<file path="src/rtl/wb_sel_pipe_if.sv">
// Write-back stage bus: MEM-stage handshake and operands, load return data,
// and the register-file write port with the load-timeout error pulse.
interface wb_sel_pipe_if #(
    parameter int AW = 5
);
    logic          in_valid;
    logic          in_ready;
    logic [1:0]    in_src;
    logic          in_we;
    logic [AW-1:0] in_rd;
    logic [1:0]    in_ld_size;
    logic          in_ld_sign;
    logic [1:0]    in_boff;
    logic [31:0]   alu_out;
    logic [31:0]   opr2;
    logic [31:0]   mem_rdata;
    logic          mem_rvalid;
    logic          rf_we;
    logic [AW-1:0] rf_waddr;
    logic [31:0]   rf_wdata;
    logic          err_timeout;

    // Write-back stage side
    modport slave (
        input  in_valid, in_src, in_we, in_rd, in_ld_size, in_ld_sign, in_boff,
        input  alu_out, opr2, mem_rdata, mem_rvalid,
        output in_ready, rf_we, rf_waddr, rf_wdata, err_timeout
    );

    // Pipeline / memory / register-file side
    modport master (
        output in_valid, in_src, in_we, in_rd, in_ld_size, in_ld_sign, in_boff,
        output alu_out, opr2, mem_rdata, mem_rvalid,
        input  in_ready, rf_we, rf_waddr, rf_wdata, err_timeout
    );
endinterface

</file>
<file path="src/rtl/wb_sel_pipe.sv">
// Registered write-back stage. Selects ALU, load or operand-2 data for the
// register-file write port with one cycle of latency. Loads whose data is not
// present at accept time park in WAIT_MEM until mem_rvalid or a timeout.
module wb_sel_pipe #(
    parameter int AW       = 5,
    parameter int TIMEOUT  = 16,
    parameter int ZERO_REG = 1
) (
    input  logic         clk,
    input  logic         rst_n,
    wb_sel_pipe_if.slave bus
);

    localparam int CW = $clog2(TIMEOUT + 1);

    typedef enum logic {
        ST_IDLE,
        ST_WAIT_MEM
    } state_e;

    typedef enum logic [1:0] {
        SRC_NONE = 2'd0,
        SRC_ALU  = 2'd1,
        SRC_MEM  = 2'd2,
        SRC_OPR2 = 2'd3
    } src_e;

    state_e        state_q,    state_d;
    logic [CW-1:0] cnt_q,      cnt_d;
    logic [AW-1:0] lat_rd_q,   lat_rd_d;
    logic          lat_we_q,   lat_we_d;
    logic [1:0]    lat_size_q, lat_size_d;
    logic          lat_sign_q, lat_sign_d;
    logic [1:0]    lat_boff_q, lat_boff_d;
    logic          rf_we_q,    rf_we_d;
    logic [AW-1:0] rf_waddr_q, rf_waddr_d;
    logic [31:0]   rf_wdata_q, rf_wdata_d;
    logic          err_q,      err_d;

    // Byte/half/word extraction from the load data with optional sign extension
    function automatic logic [31:0] ld_extract(
        input logic [1:0]  size,
        input logic        sign,
        input logic [1:0]  boff,
        input logic [31:0] data
    );
        logic [7:0]  b;
        logic [15:0] h;
        logic [31:0] r;
        b = data[{boff, 3'b000} +: 8];
        h = data[{boff[1], 4'b0000} +: 16];
        case (size)
            2'd0:    r = {{24{sign & b[7]}}, b};
            2'd1:    r = {{16{sign & h[15]}}, h};
            default: r = data;
        endcase
        return r;
    endfunction

    // Register 0 is hard-wired when ZERO_REG is set
    function automatic logic wr_ok(input logic [AW-1:0] rd);
        return !((ZERO_REG != 0) && (rd == '0));
    endfunction

    assign bus.in_ready    = (state_q == ST_IDLE);
    assign bus.rf_we       = rf_we_q;
    assign bus.rf_waddr    = rf_waddr_q;
    assign bus.rf_wdata    = rf_wdata_q;
    assign bus.err_timeout = err_q;

    // Next-state, wait counter, latched load fields and write-port values
    always_comb begin
        state_d    = state_q;
        cnt_d      = cnt_q;
        lat_rd_d   = lat_rd_q;
        lat_we_d   = lat_we_q;
        lat_size_d = lat_size_q;
        lat_sign_d = lat_sign_q;
        lat_boff_d = lat_boff_q;
        rf_we_d    = 1'b0;
        rf_waddr_d = rf_waddr_q;
        rf_wdata_d = rf_wdata_q;
        err_d      = 1'b0;

        case (state_q)
            ST_IDLE: begin
                if (bus.in_valid) begin
                    if (bus.in_src == SRC_MEM) begin
                        if (bus.mem_rvalid) begin
                            rf_we_d    = bus.in_we && wr_ok(bus.in_rd);
                            rf_waddr_d = bus.in_rd;
                            rf_wdata_d = ld_extract(bus.in_ld_size, bus.in_ld_sign,
                                                    bus.in_boff, bus.mem_rdata);
                        end else begin
                            lat_rd_d   = bus.in_rd;
                            lat_we_d   = bus.in_we;
                            lat_size_d = bus.in_ld_size;
                            lat_sign_d = bus.in_ld_sign;
                            lat_boff_d = bus.in_boff;
                            cnt_d      = CW'(1);
                            state_d    = ST_WAIT_MEM;
                        end
                    end else begin
                        rf_we_d    = bus.in_we && (bus.in_src != SRC_NONE) && wr_ok(bus.in_rd);
                        rf_waddr_d = bus.in_rd;
                        rf_wdata_d = (bus.in_src == SRC_OPR2) ? bus.opr2 : bus.alu_out;
                    end
                end
            end
            ST_WAIT_MEM: begin
                if (bus.mem_rvalid) begin
                    rf_we_d    = lat_we_q && wr_ok(lat_rd_q);
                    rf_waddr_d = lat_rd_q;
                    rf_wdata_d = ld_extract(lat_size_q, lat_sign_q, lat_boff_q, bus.mem_rdata);
                    cnt_d      = '0;
                    state_d    = ST_IDLE;
                end else if (cnt_q == CW'(TIMEOUT)) begin
                    err_d   = 1'b1;
                    cnt_d   = '0;
                    state_d = ST_IDLE;
                end else begin
                    cnt_d = cnt_q + CW'(1);
                end
            end
            default: begin
                state_d = ST_IDLE;
                cnt_d   = '0;
            end
        endcase
    end

    // State and output registers with synchronous active-low reset
    always_ff @(posedge clk) begin
        if (!rst_n) begin
            state_q    <= ST_IDLE;
            cnt_q      <= '0;
            lat_rd_q   <= '0;
            lat_we_q   <= 1'b0;
            lat_size_q <= '0;
            lat_sign_q <= 1'b0;
            lat_boff_q <= '0;
            rf_we_q    <= 1'b0;
            rf_waddr_q <= '0;
            rf_wdata_q <= '0;
            err_q      <= 1'b0;
        end else begin
            state_q    <= state_d;
            cnt_q      <= cnt_d;
            lat_rd_q   <= lat_rd_d;
            lat_we_q   <= lat_we_d;
            lat_size_q <= lat_size_d;
            lat_sign_q <= lat_sign_d;
            lat_boff_q <= lat_boff_d;
            rf_we_q    <= rf_we_d;
            rf_waddr_q <= rf_waddr_d;
            rf_wdata_q <= rf_wdata_d;
            err_q      <= err_d;
        end
    end

endmodule

</file>
<file path="src/flat_wrapper.sv">
// flat-port wrapper written by rule: the top's interface ports become plain ports
module wb_sel_pipe_flat 
#(
    parameter int AW       = 5,
    parameter int TIMEOUT  = 16,
    parameter int ZERO_REG = 1
)
  (clk, rst_n, bus_in_valid, bus_in_src, bus_in_we, bus_in_rd, bus_in_ld_size, bus_in_ld_sign, bus_in_boff, bus_alu_out, bus_opr2, bus_mem_rdata, bus_mem_rvalid, bus_in_ready, bus_rf_we, bus_rf_waddr, bus_rf_wdata, bus_err_timeout);
  wb_sel_pipe_if #(.AW(AW)) bus_i ();
  input  logic clk;
  input  logic rst_n;
  input wire logic [$bits(bus_i.in_valid)-1:0] bus_in_valid;
  input wire logic [$bits(bus_i.in_src)-1:0] bus_in_src;
  input wire logic [$bits(bus_i.in_we)-1:0] bus_in_we;
  input wire logic [$bits(bus_i.in_rd)-1:0] bus_in_rd;
  input wire logic [$bits(bus_i.in_ld_size)-1:0] bus_in_ld_size;
  input wire logic [$bits(bus_i.in_ld_sign)-1:0] bus_in_ld_sign;
  input wire logic [$bits(bus_i.in_boff)-1:0] bus_in_boff;
  input wire logic [$bits(bus_i.alu_out)-1:0] bus_alu_out;
  input wire logic [$bits(bus_i.opr2)-1:0] bus_opr2;
  input wire logic [$bits(bus_i.mem_rdata)-1:0] bus_mem_rdata;
  input wire logic [$bits(bus_i.mem_rvalid)-1:0] bus_mem_rvalid;
  output wire logic [$bits(bus_i.in_ready)-1:0] bus_in_ready;
  output wire logic [$bits(bus_i.rf_we)-1:0] bus_rf_we;
  output wire logic [$bits(bus_i.rf_waddr)-1:0] bus_rf_waddr;
  output wire logic [$bits(bus_i.rf_wdata)-1:0] bus_rf_wdata;
  output wire logic [$bits(bus_i.err_timeout)-1:0] bus_err_timeout;
  assign bus_i.in_valid = bus_in_valid;
  assign bus_i.in_src = bus_in_src;
  assign bus_i.in_we = bus_in_we;
  assign bus_i.in_rd = bus_in_rd;
  assign bus_i.in_ld_size = bus_in_ld_size;
  assign bus_i.in_ld_sign = bus_in_ld_sign;
  assign bus_i.in_boff = bus_in_boff;
  assign bus_i.alu_out = bus_alu_out;
  assign bus_i.opr2 = bus_opr2;
  assign bus_i.mem_rdata = bus_mem_rdata;
  assign bus_i.mem_rvalid = bus_mem_rvalid;
  assign bus_in_ready = bus_i.in_ready;
  assign bus_rf_we = bus_i.rf_we;
  assign bus_rf_waddr = bus_i.rf_waddr;
  assign bus_rf_wdata = bus_i.rf_wdata;
  assign bus_err_timeout = bus_i.err_timeout;
  wb_sel_pipe #(.AW(AW), .TIMEOUT(TIMEOUT), .ZERO_REG(ZERO_REG)) u_core (.clk(clk), .rst_n(rst_n), .bus(bus_i));
endmodule
</file>
<file path="config.mk">
export PLATFORM = sky130hd
export DESIGN_NAME = wb_sel_pipe_flat
export DESIGN_NICKNAME = d
export VERILOG_FILES = /design/src/rtl/wb_sel_pipe_if.sv /design/src/rtl/wb_sel_pipe.sv /design/src/flat_wrapper.sv
export SDC_FILE = /design/constraint.sdc
export NUM_CORES = 1
export LEC_CHECK = 0
export BUFFER_PORTS_ARGS = -buffer_cell sky130_fd_sc_hd__buf_2
export CELL_PAD_IN_SITES_DETAIL_PLACEMENT = 0
export CELL_PAD_IN_SITES_GLOBAL_PLACEMENT = 2
export CORE_MARGIN = 4
export CORE_UTILIZATION = 25
export CTS_BUF_LIST = sky130_fd_sc_hd__clkbuf_8
export DETAILED_ROUTE_END_ITERATION = 16
export HOLD_SLACK_MARGIN = 0.1
export PLACE_DENSITY_LB_ADDON = 0.15
export SYNTH_ARGS = -nofsm -noshare
export SYNTH_HDL_FRONTEND = slang
export SYNTH_SLANG_ARGS = --single-unit
export TNS_END_PERCENT = 100
</file>
<file path="constraint.sdc">
create_clock -name clk -period 3 [get_ports clk]
set_input_delay 0.6 -clock clk [delete_from_list [all_inputs] [get_ports clk]]
set_output_delay 0.6 -clock clk [all_outputs]
set_load 0.005 [all_outputs]
</file>
==> results of run 1 <==
-- registers in the layout, indices dropped and copies added (netlist names) --
name,flops
u_core.bus.err_timeout,1
u_core.bus.rf_waddr,5
u_core.bus.rf_wdata,32
u_core.bus.rf_we,1
u_core.cnt_q,5
u_core.lat_boff_q,2
u_core.lat_rd_q,5
u_core.lat_sign_q,1
u_core.lat_size_q,2
u_core.lat_we_q,1
u_core.state_q,1
-- cell type report --
cell class | instances | area, sq um
fill | 1746 | 10750
timing repair buffer | 168 | 880.8
clock buffer | 5 | 68.82
clock inverter | 3 | 42.54
multi-input combinational | 391 | 2656
tap | 216 | 270.3
sequential | 56 | 1121
inverter | 10 | 37.54
-- placed cells by master (no fill, tap or decap), types with 7 or more instances in the layout --
cell and instances:
a2111oi_0 7, a21oi_1 17, a221o_1 7, a221oi_1 21, a22o_1 8, a22oi_1 16, a32o_1 17, buf_2 152
buf_4 16, dfxtp_1 56, mux2i_1 40, nand2_1 68, nand2b_1 10, nand4_1 8, nor2_1 40, nor2b_1 16
o211ai_1 16, o21ai_0 18, o21ai_1 10, o22ai_1 8, o32ai_1 8
-- path summary, 6_finish.rpt --
| check | start | endpoint | slack, ns | cells past startpoint |
|---|---|---|---|---|
| worst min register to register | u_core.cnt_q[4] | u_core.cnt_q[4] | 0.46 | 1 |
| worst max-delay path | bus_in_boff[1] | u_core.bus.rf_wdata[17] | 0.68 | 6 |
| worst max register to register | u_core.lat_size_q[1] | u_core.bus.rf_wdata[22] | 0.77 | 5 |
| worst min-delay path | u_core.cnt_q[4] | u_core.cnt_q[4] | 0.46 | 1 |
-- power groups by stage --
stage               Sequential (uW)  Clock [uW]  Combinational (uW)
floorplan                       834           0                 257
global placement                836           0                 495
detailed placement              837           0                 498
CTS                             821         566                 499
global route                    826         586                 542
finish                          821         534                 495
-- kinds of logic (layout without fill, tap and decap cells) --
family / after synthesis / count (layout) / synth area share
simple gates: 165 / 165 / 0.1950
mux: 45 / 45 / 0.1193
buf+inv: 56 / 186 / 0.05950
flops: 56 / 56 / 0.2791
fa+ha+maj: 2 / 2 / 0.006230
compound gates: 179 / 179 / 0.3408
-- metrics by stage --
step | cell area, sq um | power [uW] | hold WS (ns) | setup WS (ns)
detailed placement | 4966 | 1335 | 0.4401 | 0.2996
floorplan | 4016 | 1091 | 0.4138 | 0.8885
global placement | 4966 | 1331 | 0.4410 | 0.3889
finish | 5077 | 1850 | 0.4597 | 0.6782
global route | 5077 | 1953 | 0.4920 | 0.4634
CTS | 5077 | 1886 | 0.4616 | 0.6645
-- metal layers --
layer | routed length [um] | vias to the layer above | GRT usage
li1 | - | 2181 | -
met1 | 7762 | 2235 | 0.2384
met3 | 1035 | 19 | 0.03279
met5 | 7 | - | 0
met4 | 273 | 2 | 0.04808
met2 | 8841 | 149 | 0.3366
==> impl_results.rst, run 1 <==
.. list-table::
   :header-rows: 1

   * - Metric
     - Value
   * - Status
     - finished, final reports clean
   * - Standard-cell rows
     - 46
   * - Part of the total power dissipated in combinational logic
     - 0.268
   * - Net count after synthesis
     - 618
   * - Vias in the first global route
     - between 4,000 and 5,000
   * - Standby leakage power
     - 0.002085 uW
   * - Core area
     - 0.01583 sq mm
   * - Slowest Stage Delay on Critical Path
     - 0.75 ns
   * - Average footprint of a synthesized cell
     - roughly 8 sq um
   * - Final estimated routing congestion in global placement
     - about 0.8
   * - Top Ports
     - 153
   * - Sequential fraction of the synthesis area
     - 0.2791
   * - Final Slew Violations
     - 0
   * - Post-CTS Hold Fix Bufs
     - 0
   * - Non-filler cells in the finished layout
     - between 800 and 900
   * - Kind of start point of the critical path
     - input pin
   * - Wire length after detailed routing
     - 17.92 mm
   * - Kind of cell with the highest combined delay on the critical path
     - compound AO/OA/AOI/OAI gates
   * - Clock transition at path regs
     - 0.11 ns
   * - Worst clock skew
     - 0.01388 ns
   * - Total of warnings raised by yosys
     - 0
   * - Die extent in x
     - 134.8 um
   * - DRC violations left
     - 0
   * - Top cells by count, synth
     - nand2_1 (68), dfxtp_1 (56), mux2i_1 (40), nor2_1 (40), clkbuf_1 (26)
   * - Maximum fanout encountered on the critical timing path
     - 16
   * - Normalized max-slew margin
     - 0.3958
   * - Area leader, netlist
     - dfxtp_1
   * - Cell count after synthesis
     - slightly above 500
   * - Number of enable-type register cells in the synthesized netlist
     - 0
   * - Unrepaired setup endpoints after global routing
     - false
   * - DRC violation total after the first TritonRoute iteration
     - approximately 210
   * - Final count of hold timing violations
     - 0
   * - Synthesized area
     - 0.004016 sq mm
   * - Most used DFF post-synth
     - dfxtp_1
   * - Total die area
     - 0.01816 sq mm
   * - Sum of negative setup slack
     - 0 ns
   * - DR vias/cell
     - 5.402
   * - Total number of vias
     - 4,586
   * - Initial cell density of the core
     - 0.2538
   * - Residual overflow from global routing
     - 0
   * - First-pass iteration count of the detailed router
     - 5
   * - Initial antenna violation count
     - 1
   * - Maximum clock frequency
     - around 430 MHz
   * - Setup Buffers After CTS
     - 0
   * - Clock sink total
     - 56
   * - Number of placed instances with taps included
     - 841
   * - Root Buffer
     - clkbuf_8
   * - Clock group share of total power
     - 0.289
   * - Post-layout util
     - 0.3208
   * - Distinct cell type count after synthesis
     - 54
   * - Gates resized, CTS repair
     - 0
   * - Class of the tightest hold or removal check
     - reg -> reg
   * - TritonCTS clock tree
     - built
   * - Most numerous cell on the critical path
     - mux2i_1
   * - Clock Latency Late Sink
     - 0.34 ns
   * - Top cells by area in the synthesized netlist
     - dfxtp_1 (28%), mux2i_1 (10%), nand2_1 (6.4%)
   * - First-pass GRT wire length
     - 26.77 mm
   * - Port buffer count
     - 152
   * - CP max stage cell
     - a31oi_2
   * - Total global-route track usage
     - 0.1898
   * - IR drop worst, VDD
     - between 0.15 and 0.2 mV
   * - Cell Chain, Critical Path
     - buf_2 > mux2i_1 > mux2i_1 > a31oi_2 > o21ai_0 > a32o_1
   * - Sw power
     - 597.2 uW
   * - Least-Margin Pin Slew
     - between 0.9 and 1 ns
   * - CTS buffer count
     - 5
   * - Cell with the most instances after synthesis
     - nand2_1
   * - Share of cells above drive strength 1
     - 0.2938
   * - Post-route fraction of the period consumed by the critical path
     - 0.7739
   * - Area share of the leading cell type in the synthesized netlist
     - 0.2791
   * - Number of max-cap violations
     - 0
   * - Maximum level of the CTS H-tree
     - 2
   * - Final setup violation count
     - 0
   * - Average detailed-routed wire length per instance
     - ~21 um
   * - Crit path time final
     - 2.322 ns
   * - Register bit total from synthesis
     - 56
   * - Power density of the placed cells
     - 364.4 mW/mm^2
   * - Detailed placer's ending HPWL
     - 13.54 mm
   * - Arrival time at the worst endpoint
     - between 2 and 3 ns
   * - Inserted Diodes
     - 0
   * - Crit path required time
     - 3.24 ns
   * - Share of synthesized registers carrying an async set or reset
     - 0
   * - Relative contribution of sequential cells to total power
     - 0.444
   * - Worst Path Buf+Inv
     - 1
   * - Area growth syn-to-layout
     - 26.42%
   * - Internal power consumption
     - 1253 uW
   * - Endpoint class of the critical path
     - flop
   * - Number of nets with antenna violations after routing
     - 0
   * - Final Net Count
     - between 700 and 800
   * - Switching Fraction
     - 0.3227
   * - Height of the die
     - 134.8 um
   * - Maximum number of pins on one net before global-route repair
     - 36
   * - Category of the most critical setup path
     - in -> reg
   * - Maximum clock insertion buffer count
     - 2
No activity file was read; power rests on OpenSTA's default activity.
==> run 2, diff against run 1 <==
==> constraint.sdc (replaced) <==
create_clock -name clk -period 2 [get_ports clk]
set_input_delay 0.4 -clock clk [delete_from_list [all_inputs] [get_ports clk]]
set_output_delay 0.4 -clock clk [all_outputs]
set_load 0.005 [all_outputs]
==> impl_results.rst, run 2 (synthesis results as in run 1) <==
.. list-table::
   :header-rows: 1

   * - Metric
     - Value
   * - DRC violations left
     - 0 (unchanged)
   * - DRC violation total after the first TritonRoute iteration
     - 281 (+37%)
   * - Status
     - finished, final reports clean
   * - Final Net Count
     - 783 (+4.8%)
   * - Gates resized, CTS repair
     - 0 (unchanged)
   * - Port buffer count
     - 152 (unchanged)
   * - Vias in the first global route
     - 4,940 (+4.6%)
   * - Destination of the worst register-to-register timing path
     - u_core.bus.rf_wdata[4]
   * - Standby leakage power
     - 0.002275 uW (+9.1%)
   * - Root Buffer
     - clkbuf_8
   * - Maximum clock insertion buffer count
     - 2 (unchanged)
   * - Standard-cell rows
     - 46 (unchanged)
   * - Endpoint class of the critical path
     - flop
   * - Worst hold slack
     - 0.3671 ns (-0.09260 ns)
   * - Slowest Stage Delay on Critical Path
     - 0.50 ns (-0.25 ns)
   * - Wire length after detailed routing
     - 18.12 mm (+1.1%)
   * - Post-route fraction of the period consumed by the critical path
     - 0.9257
   * - Least-Margin Pin Slew
     - 0.9630 ns (+0.05952 ns)
   * - Kind of cell with the highest combined delay on the critical path
     - compound AO/OA/AOI/OAI gates
   * - Clock sink total
     - 56 (unchanged)
   * - Final setup violation count
     - 0 (unchanged)
   * - Final estimated routing congestion in global placement
     - 0.8642 (+7.6%)
   * - Residual overflow from global routing
     - 0 (unchanged)
   * - Hold EP
     - u_core.lat_rd_q[3]
   * - First-pass iteration count of the detailed router
     - 5 (unchanged)
   * - Worst reg2reg setup slack
     - 0.15 ns (-0.62 ns)
   * - Number of max-cap violations
     - 0 (unchanged)
   * - Post-CTS Hold Fix Bufs
     - 0 (unchanged)
   * - Worst hold path stage count
     - 3 (+2)
   * - Maximum fanout encountered on the critical timing path
     - 10 (-6)
   * - Category of the most critical setup path
     - reg -> reg
   * - Maximum level of the CTS H-tree
     - 2 (unchanged)
   * - Non-filler cells in the finished layout
     - 885 (+4.2%)
   * - Area growth syn-to-layout
     - 34.05%
   * - Number of placed instances with taps included
     - 877 (+4.3%)
   * - Kind of start point of the critical path
     - flop
   * - Arrival time at the worst endpoint
     - 2.06 ns (-0.50 ns)
   * - Height of the die
     - 134.8 um (unchanged)
   * - Detailed placer's ending HPWL
     - 14.20 mm (+4.9%)
   * - CP max stage cell
     - a2111oi_0
   * - Normalized max-slew margin
     - 0.3556 (-0.04014)
   * - Top Ports
     - 153 (unchanged)
   * - Most numerous cell on the critical path
     - buf_4
   * - Core area
     - 0.01583 sq mm (unchanged)
   * - IR drop worst, VDD
     - 0.2517 mV (+55%)
   * - Source of the worst register-to-register timing path
     - u_core.lat_boff_q[1]
   * - Setup Buffers After CTS
     - 0 (unchanged)
   * - Power density of the placed cells
     - 508.8 mW/mm^2 (+40%)
   * - CTS buffer count
     - 5 (unchanged)
   * - Final Slew Violations
     - 0 (unchanged)
   * - Worst Path Buf+Inv
     - 2 (+1)
   * - Unrepaired setup endpoints after global routing
     - false
   * - Commonest cells after routing, fill and taps aside
     - buf_2 (152), nand2_1 (68), dfxtp_1 (55)
   * - Total die area
     - 0.01816 sq mm (unchanged)
   * - Crit path time final
     - 1.851 ns
   * - Cell Chain, Critical Path
     - buf_4 > buf_4 > mux2i_1 > nor2_1 > a2111oi_0 > o32ai_1
   * - TritonCTS clock tree
     - built
   * - Class of the tightest hold or removal check
     - in -> reg
   * - Initial cell density of the core
     - 0.2538 (unchanged)
   * - Crit path required time
     - 2.21 ns (-1.03 ns)
   * - Hold path startpoint
     - bus_in_rd[3]
   * - First-pass GRT wire length
     - 27.40 mm (+2.3%)
   * - Final count of hold timing violations
     - 0 (unchanged)
   * - Number of cells traversed by the worst register-to-register path
     - 6 (+1)
   * - Maximum number of pins on one net before global-route repair
     - 27 (-25%)
   * - Total number of vias
     - 4,753 (+3.6%)
   * - Worst clock skew
     - 0.009287 ns (-0.004590 ns)
   * - Inserted Diodes
     - 0 (unchanged)
   * - Share of cells above drive strength 1
     - 0.3333 (+0.03949)
   * - Number of nets with antenna violations after routing
     - 0 (unchanged)
   * - Initial antenna violation count
     - 0 (-1)
   * - Average detailed-routed wire length per instance
     - 20.47 um (-3.0%)
   * - DR vias/cell
     - 5.371 (-0.57%)
   * - Most frequent standard cell in the layout excluding fill and tap cells
     - buf_2
   * - Maximum clock frequency
     - approximately 540 MHz
   * - Total global-route track usage
     - 0.1943 (+0.004558)
   * - Clock transition at path regs
     - 0.11 ns (about the same)
   * - Max reg flops
     - 32 (unchanged)
   * - Clock Latency Late Sink
     - 0.33 ns (about the same)
   * - Die extent in x
     - 134.8 um (unchanged)
## run 2: power by group
group / internal, uW / switching (uW) / leakage (uW)
Combinational: 379 / 436 / 0.00177
Clock: 278 / 418 / 0.0000486
Sequential: 1180 / 43.6 / 0.000459
## run 2: tightest hold or removal path, delay by kind of cell
kind,cells,cell delay (ns)
mux,1,0.06
simple gates,1,0.10
buf+inv,1,0.10
## run 2: worst max path at each step
stage                               startpoint  cells after the start                      end  slack, ns
after floorplan                 bus_in_boff[1]                      5  u_core.bus.rf_wdata[12]       0.09
after global placement           bus_in_src[1]                      7  u_core.bus.rf_wdata[15]      -0.14
after detailed placement         bus_in_src[0]                      7  u_core.bus.rf_wdata[19]      -0.13
after CTS                 u_core.lat_boff_q[1]                      6   u_core.bus.rf_wdata[4]       0.04
after global routing            u_core.state_q                      5  u_core.bus.rf_wdata[10]       0.03
final                     u_core.lat_boff_q[1]                      6   u_core.bus.rf_wdata[4]       0.15
## run 2: layer usage
layer / part of all wire / up-vias / GRT usage
met5: 0 / - / 0
met4: 0.030 / 0 / 0.07183
met3: 0.059 / 30 / 0.03912
met2: 0.48 / 160 / 0.3357
met1: 0.43 / 2304 / 0.2389
li1: - / 2259 / -
## run 2: per-stage QoR
step	setup TNS (ns)	power (uW)	cell area (sq um)	worst slack, ns	util
after floorplan	0	1636	4016	0.08847	-
after global placement	-2.157	2065	5286	-0.1406	0.3340
after detailed placement	-2.336	2070	5286	-0.1264	0.3340
after CTS	0	2785	5380	0.04366	0.3399
after global routing	0	2893	5384	0.03481	0.3402
final	0	2739	5384	0.1486	0.3402
## run 2: area by class of cell
cell class                 instances  area (sq um)
clock buffer                       6         82.58
clock inverter                     2         11.26
fill                            1755         10440
inverter                          10         37.54
multi-input combinational        391          2659
sequential                        56          1122
tap                              216         270.3
timing repair buffer             204          1201
